$ cat config.mk
export PLATFORM = sky130hd
export DESIGN_NAME = spi_mem_slave
export DESIGN_NICKNAME = d
export VERILOG_FILES = /design/src/rtl/spi_mem_slave.sv
export SDC_FILE = /design/constraint.sdc
export NUM_CORES = 1
export LEC_CHECK = 0
export ABC_AREA = 1
export BUFFER_PORTS_ARGS = -buffer_cell sky130_fd_sc_hd__buf_2
export CORE_MARGIN = 3
export CORE_UTILIZATION = 55
export DETAILED_ROUTE_END_ITERATION = 10
export PLACE_DENSITY = 0.7
export SYNTH_ARGS = -nofsm -noshare
export SYNTH_HDL_FRONTEND = slang
export SYNTH_SLANG_ARGS = --single-unit
$ cat constraint.sdc
create_clock -name clk -period 3.46 [get_ports clk]
set_input_delay 0.173 -clock clk [delete_from_list [all_inputs] [get_ports clk]]
set_output_delay 0.173 -clock clk [all_outputs]
set_load 0.02 [all_outputs]
$ cat src/rtl/spi_mem_slave.sv
// SPI slave in front of a 2**ADDR_WIDTH-word register memory, oversampled on clk, all four SPI modes.
// Define SPI_BURST_EN to keep streaming words at incrementing addresses until cs rises.
module spi_mem_slave #(
  parameter int unsigned ADDR_WIDTH  = 7,
  parameter int unsigned DATA_WIDTH  = 8,
  parameter bit          CPOL        = 1'b0,
  parameter bit          CPHA        = 1'b0,
  parameter int unsigned SYNC_STAGES = 2
) (
  input  logic clk,
  input  logic reset,
  input  logic sclk_pin,
  input  logic cs_pin,
  input  logic mosi_pin,
  output logic miso_pin,
  output logic miso_oe,
  output logic busy
);

  localparam int unsigned DEPTH    = 1 << ADDR_WIDTH;
  localparam int unsigned MAX_BITS = (ADDR_WIDTH > DATA_WIDTH) ? ADDR_WIDTH : DATA_WIDTH;
  localparam int unsigned CNT_W    = $clog2(MAX_BITS);

  typedef enum logic [2:0] {
    S_IDLE, S_ADDR, S_RW, S_READ, S_WRITE, S_DONE
  } state_t;

  state_t state, state_next;

  logic [SYNC_STAGES-1:0] sclk_sync, cs_sync, mosi_sync;
  logic                   sclk_d, cs_d;
  logic                   sclk_s, cs_s, mosi_s;

  logic [ADDR_WIDTH-1:0]  addr, wr_addr;
  logic [CNT_W-1:0]       bit_cnt;
  logic [DATA_WIDTH-1:0]  rx_shift, tx_shift;
  logic                   wr_en;
  logic [DATA_WIDTH-1:0]  mem [DEPTH];

  // Synchronisers; cs resets to "asserted" so a frame only starts after a real rise then fall.
  always_ff @(posedge clk) begin
    if (reset) begin
      sclk_sync <= {SYNC_STAGES{CPOL}};
      cs_sync   <= '0;
      mosi_sync <= '0;
      sclk_d    <= CPOL;
      cs_d      <= 1'b0;
    end else begin
      sclk_sync <= {sclk_sync[SYNC_STAGES-2:0], sclk_pin};
      cs_sync   <= {cs_sync[SYNC_STAGES-2:0], cs_pin};
      mosi_sync <= {mosi_sync[SYNC_STAGES-2:0], mosi_pin};
      sclk_d    <= sclk_s;
      cs_d      <= cs_s;
    end
  end

  assign sclk_s = sclk_sync[SYNC_STAGES-1];
  assign cs_s   = cs_sync[SYNC_STAGES-1];
  assign mosi_s = mosi_sync[SYNC_STAGES-1];

  logic sclk_rise, sclk_fall, lead_edge, trail_edge, sample_edge, shift_edge;
  logic cs_fall, cs_rise, addr_last, data_last;

  assign sclk_rise   = sclk_s & ~sclk_d;
  assign sclk_fall   = ~sclk_s & sclk_d;
  assign lead_edge   = CPOL ? sclk_fall : sclk_rise;
  assign trail_edge  = CPOL ? sclk_rise : sclk_fall;
  assign sample_edge = ~cs_s & (CPHA ? trail_edge : lead_edge);
  assign shift_edge  = ~cs_s & (CPHA ? lead_edge : trail_edge);
  assign cs_fall     = cs_d & ~cs_s;
  assign cs_rise     = ~cs_d & cs_s;
  assign addr_last   = (bit_cnt == CNT_W'(ADDR_WIDTH - 1));
  assign data_last   = (bit_cnt == CNT_W'(DATA_WIDTH - 1));

`ifdef SPI_BURST_EN
  logic [ADDR_WIDTH-1:0] addr_inc;
  assign addr_inc = addr + ADDR_WIDTH'(1);
`endif

  always_ff @(posedge clk) begin
    if (reset) state <= S_IDLE;
    else       state <= state_next;
  end

  always_comb begin
    state_next = state;
    case (state)
      S_IDLE:  if (cs_fall) state_next = S_ADDR;
      S_ADDR:  if (sample_edge && addr_last) state_next = S_RW;
      S_RW:    if (sample_edge) state_next = mosi_s ? S_READ : S_WRITE;
      S_READ, S_WRITE: begin
`ifdef SPI_BURST_EN
        state_next = state;
`else
        if (sample_edge && data_last) state_next = S_DONE;
`endif
      end
      S_DONE:  state_next = S_DONE;
      default: state_next = S_IDLE;
    endcase
    if (cs_rise) state_next = S_IDLE;
  end

  // Frame datapath: address/data shifters, MISO driver and write request.
  always_ff @(posedge clk) begin
    if (reset) begin
      addr     <= '0;
      wr_addr  <= '0;
      bit_cnt  <= '0;
      rx_shift <= '0;
      tx_shift <= '0;
      wr_en    <= 1'b0;
      miso_pin <= 1'b0;
      miso_oe  <= 1'b0;
      busy     <= 1'b0;
    end else begin
      wr_en <= 1'b0;
      busy  <= (state_next != S_IDLE) && (state_next != S_DONE);
      if (cs_rise || state == S_IDLE) begin
        bit_cnt  <= '0;
        miso_pin <= 1'b0;
        miso_oe  <= 1'b0;
      end else begin
        case (state)
          S_ADDR: if (sample_edge) begin
            addr    <= {addr[ADDR_WIDTH-2:0], mosi_s};
            bit_cnt <= addr_last ? '0 : bit_cnt + CNT_W'(1);
          end
          S_RW: if (sample_edge && mosi_s) tx_shift <= mem[addr];
          S_READ: begin
            if (shift_edge) begin
              miso_pin <= tx_shift[DATA_WIDTH-1];
              miso_oe  <= 1'b1;
              tx_shift <= {tx_shift[DATA_WIDTH-2:0], 1'b0};
            end
            if (sample_edge) begin
              bit_cnt <= data_last ? '0 : bit_cnt + CNT_W'(1);
              if (data_last) begin
                miso_pin <= 1'b0;
                miso_oe  <= 1'b0;
`ifdef SPI_BURST_EN
                addr     <= addr_inc;
                tx_shift <= mem[addr_inc];
`endif
              end
            end
          end
          S_WRITE: if (sample_edge) begin
            rx_shift <= {rx_shift[DATA_WIDTH-2:0], mosi_s};
            bit_cnt  <= data_last ? '0 : bit_cnt + CNT_W'(1);
            if (data_last) begin
              wr_en   <= 1'b1;
              wr_addr <= addr;
`ifdef SPI_BURST_EN
              addr    <= addr_inc;
`endif
            end
          end
          S_DONE: begin
            miso_pin <= 1'b0;
            miso_oe  <= 1'b0;
          end
          default: ;
        endcase
      end
    end
  end

  // Commit lands one clk after the last data bit was sampled; reset blocks it.
  always_ff @(posedge clk) begin
    if (!reset && wr_en) mem[wr_addr] <= rx_shift;
  end

endmodule

After elaboration in Yosys (flattened, before gate mapping):

Memory sizes are Yosys's and may differ from the RTL's. A register that Yosys moved wholly into a read port is not among the register bits.
Index checks and enable logic that the tools add are counted.

* bitwise operators: 13
* equality and inequality tests: 12
* mux-type cells: 28
* reductions and logical operators: 20
* add/sub/neg operators: 1

Operators by type and width (number)
* $mux 3: 10
* $mux 8: 2
* $pmux 8 s2: 1
* $pmux 3 s5: 1
* $mux 7: 2
* $eq 3x3->1 const B: 4
* $mux 1: 9
* $reduce_and 3->1: 3
* $reduce_and 4->1: 2
* $not 1->1: 7
* $and 1x1->1: 6
* $eq 3x2->1 const B: 2
* $ne 2x2->1 const B: 3
* $pmux 3 s2: 1
* $reduce_bool 2->1: 3
* $logic_and 1x1->1: 5
* $pmux 1 s2: 2
* $reduce_or 2->1: 2
* $reduce_or 4->1: 1
* $add 3x1->3 const B: 1
* $eq 3x1->1 const B: 1
* $logic_not 3->1: 1
* $ne 3x3->1 const B: 1
* $reduce_bool 3->1: 1
* 3 further kinds: 3

* word-level logic and storage cells: 90
* memories kept: 1
* register bits: 48
* input port bits: 5
* RAM bits: 1024
* output and inout port bits: 3

Memory list
* mem: depth 128, bits a word 8, rd ports 1, clocked after Yosys merged registers in 1, wr ports 1, RTL line 38 `logic [DATA_WIDTH-1:0] mem [DEPTH];`

Depth between registers and ports, before layout:

* depth after elaboration: 9
* depth in mapped cells: 14
* gate-level depth less buffers: 11

Worst setup path after synthesis:

No wires, ideal clock.

* path type: register to register
* from: register rx_shift[0]
* to: memory mem[0][0], data pin
* buffers on the path: 0
* slack: 1073 ps
* cell stages (with the launch flop): 1
* library setup time: 532 ps
* period minus slack after synthesis: 2387 ps
* required time: 2928 ps
* arrival: 1855 ps
* cells stage by stage: dfxtp_1

RTL lines
* from (decl): RTL line 36 `logic [DATA_WIDTH-1:0] rx_shift, tx_shift;`
* from (signal assigned): RTL line 149 `rx_shift <= {rx_shift[DATA_WIDTH-2:0], mosi_s};`
* to (decl): RTL line 38

No word-level cell before the write port.

==> results.md <==
- The first-pass iteration count of the detailed router is 6.
- Entering global routing, the biggest net connects 195 pins.
- nand2_1 is the most common cell in the netlist.
- The number of buffers added on ports is 7.
- Summing all flip-flop and latch instances after layout gives 31900 um^2.
- The count of instances resized after the clock tree is built is 0.
- The hold path endpoint is mosi_sync[0].
- Buffers inserted to repair hold after CTS numbered 6.
- The overall die height is 289 um.
- Walking the worst path, the cells encountered are buf_12, nand2_1, nand3_1, nand3_1, nand3_1, nand2_1, nand2_1, nand3_1, nand3_1, nand3_1, a21oi_1.
- The largest stage delay on the critical path is 0.49 ns.
- The master cell of the clock root buffer is clkbuf_16.
- The final antenna-violating net count is 0.
- In the global route stage, overall resource usage came out at 0.258.
- The total placed cells including tap cells is 4677.
- The async set-or-reset flop fraction in the synthesized netlist is 0.
- STA classifies the critical path endpoint as a flip-flop.
- Synthesis inferred 1079 register bits.
- The run finished with clean final reports.
- The worst clock skew on the final layout is 0.0320 ns.
- Clock-pin slew was measured on the worst setup and hold paths at 0.06 ns.
- The DRC violation total after the first TritonRoute iteration is 3553.
- Across all hold checks on the routed design, the worst slack comes to 0.277 ns.
- In the final layout, the share of cells above drive strength 1 is 0.0627.
- At the end of the flow, the number of nets in the layout was 3750.
- The I/O pin count is 8.
- The average size of a mapped cell is 11.6 um^2.
- The floorplan row count is 103.
- The most used flip-flop cell after synthesis is edfxtp_1.
- The final critical-path share of the clock period is 0.759.
- The depth of the worst register-to-register path is 11.
- The number of vias per cell is 5.89.
- The total wire length after detailed routing is 107 mm.
- Counting instances, the worst hold path has a depth of 4.
- Counting along the longest clock path gives a buffer depth of 3.
- The H-tree level count is 3.
- The slowest library cell on the worst path is buf_12.
- At the pin with the least slew margin, the transition time is 1.25 ns.
- The post-detailed-placement half-perimeter wirelength is 59.9 mm.
- The diode insertion count for antenna repair is 0.
- The Yosys step of the flow raised 0 warnings.
- The start point of the worst min-delay path is mosi_pin.
- The most numerous cell type found on the critical path is nand3_1.
- Sorting the synthesized cells by how often they occur yields nand2_1 (1188), edfxtp_1 (1024), nand3_1 (969), nor2_1 (184), buf_2 (90).
- After synthesis, the cell types taking the most area are edfxtp_1 (70%), nand3_1 (11%), nand2_1 (10%), dfxtp_1 (2.5%), nor2_1 (1.6%).
- The highest achievable clock rate is 381 MHz.
- The worst pin sits at a relative slew slack of 0.166.
- The top fanout value on the critical path is 194.
- The worst hold path belongs to the class input pin to flip-flop.
- The worst setup path is of the flip-flop to flip-flop kind.
- The number of antenna violations at the first check in global routing is 0.
- In this run the post-CTS setup repair buffer count came out at 0.
- The area of the core region is 79100 um^2.
- The number of endpoints with negative hold slack in the final report is 0.
- The total negative setup slack is 0 ns.
- The max-slew violation count came to 0.
- The final standard cell count with taps included and fillers excluded is 4879.
- The final-layout fill cell count is 6043.
- The cell leakage power is 17.9 nW.
- The total of endpoints with negative setup slack in the final report is 0.
- Dividing total power by cell area gives a power density of 537 nW/um^2.
- The count of cell types in the netlist is 27.
- The average wire per cell in the routed design is 22.0 um.
- The number of global-route vias before repair is 27000.
- Across the run, the number of max-cap violations was 0.
- For this run, the register share of the synthesized area comes to 0.723.
- Of the post-synthesis cell area, the dominant cell type holds 0.698.
- From synthesis to final layout, the design area changed by 9.60%.
- The worst setup path is launched from a flip-flop.
- Together, buffers and inverters on the worst path number 1.
- The total congestion overflow after global routing is 0.
- The required arrival time at the worst endpoint is 4.04 ns.
- For the worst-skew pair, the clock arrives at the later sink with an insertion delay of 0.66 ns.
- When the netlist entered floorplanning its net count stood at 3799.
- The placer's final routability congestion estimate is 0.879.
- The pre-CTS setup slack is 0.982 ns.
- The instance count of the mapped netlist is 3790.
- The gate family responsible for the most delay along the worst path is simple AND/OR/NAND/NOR gates.
- The routed layout has 28700 vias.
- The number of buffers inserted during clock tree synthesis is 106.
- For flop-to-flop paths, the worst setup slack is 0.84 ns.
- In the post-route analysis, the smallest setup slack over all paths is 0.835 ns.
- The die span in x is 289 um.
- The number of clock sinks is 1079.
- Setup repair after global routing left no endpoint under its margin.
- The post-synth design cell area is 44100 um^2.
- The endpoint of the worst-slack reg-to-reg timing path is tx_shift[5].
- The cell type with the highest aggregate area in the netlist is edfxtp_1.
- Data on the critical path arrives at its endpoint at 3.21 ns.
- VDD sags by at most 0.474 mV.
- After detailed routing, the number of remaining DRC violations is 0.
- The number of enable flip-flop cells after synthesis is 1024.
- The global-route wire length before repair is 163 mm.
- The multi-input combinational cells in the finished layout cover a total of 10500 um^2.
- The die area is 83600 um^2.
- TritonCTS built the clock tree.
- For this configuration, the core starts out at a cell density of 0.557.
- The final core utilization is 0.610.
- The worst path needs 2.62 ns of the cycle, external delays included.
## area by class of cell
type                            count  share of cell area
Sequential cell                  1079               0.660
Multi-Input combinational cell   2421               0.217
Inverter                           55             0.00482
Clock buffer                      135              0.0583
Clock inverter                     61              0.0150
Tap cell                         1050              0.0272
Timing Repair Buffer               78              0.0175
## sequential cells by signal, summed over array words and instances (netlist names), 2 cells and up, named ones only
name	flops
cs_sync	2
mosi_sync	2
tx_shift	8
rx_shift	8
state	3
sclk_sync	2
addr	7
bit_cnt	3
mem	1024
wr_addr	7
## through the flow
step                      power [mW]  area (um^2)
after detailed placement        14.5        44700
after global placement          14.5        44700
after global routing            26.6        48300
after CTS                       26.0        48300
final                           26.0        48300
after floorplan                 14.5        44100
## layout by cell type (no fill, tap or decap), types with 7 or more instances in the layout
cell,Yosys,routed
a21oi_1,19,19
buf_12,0,21
buf_2,90,7
buf_4,34,44
bufinv_16,0,17
clkbuf_1,39,26
clkbuf_16,0,108
clkinv_1,1,20
clkinv_2,0,20
dfxtp_1,55,43
dfxtp_4,0,11
edfxtp_1,1024,1024
inv_1,52,50
nand2_1,1188,1188
nand3_1,969,969
nor2_1,184,184
nor3_1,13,13
o21ai_0,27,27
## where the power goes
part / leakage (nW) / total (mW) / internal (mW) / switching (mW)
clock: 1.73 / 11.7 / 6.99 / 4.75
sequential: 12.0 / 14.1 / 14.1 / 0.00367
combinational: 4.23 / 0.146 / 0.0418 / 0.104
total: 17.9 / 26.0 / 21.1 / 4.86
## worst reg2reg max path: cells and delay by family (launching register included)
kind | cells | cell delay (ns)
AO/OA/AOI/OAI | 1 | 0.14
buffers and inverters | 1 | 0.49
AND/OR/NAND/NOR | 9 | 1.46
flip-flops | 1 | 0.46
## layer usage
layer / share of wire / track usage / vias to the layer above / wire, um
li1: - / - / 13200 / -
met1: 0.41 / 0.373 / 13900 / 43700
met2: 0.47 / 0.404 / 1413 / 50500
met3: 0.092 / 0.0389 / 186 / 9920
met4: 0.030 / 0.0905 / 0 / 3200
met5: 0 / 0 / - / 0
## worst max path at each step
stage / start / endpoint / slack, ns / depth (start not counted)
after global routing: flip-flop / tx_shift[3] / 0.77 / 11
after floorplan: rx_shift[0] / mem[0][0] / 1.07 / 0
after detailed placement: wr_addr[4] / mem[21][2] / 0.98 / 4
after CTS: wr_addr[4] / mem[21][2] / 0.97 / 4
after global placement: wr_addr[4] / mem[21][2] / 0.99 / 4
final: flip-flop / tx_shift[5] / 0.84 / 11
## kinds of logic after synthesis
family | share of synthesized area
compound gates | 0.00798
buf+inv | 0.0396
simple gates | 0.229
fa+ha+maj | 0.00114
flops | 0.723
Power figures use the tool's default switching activity.
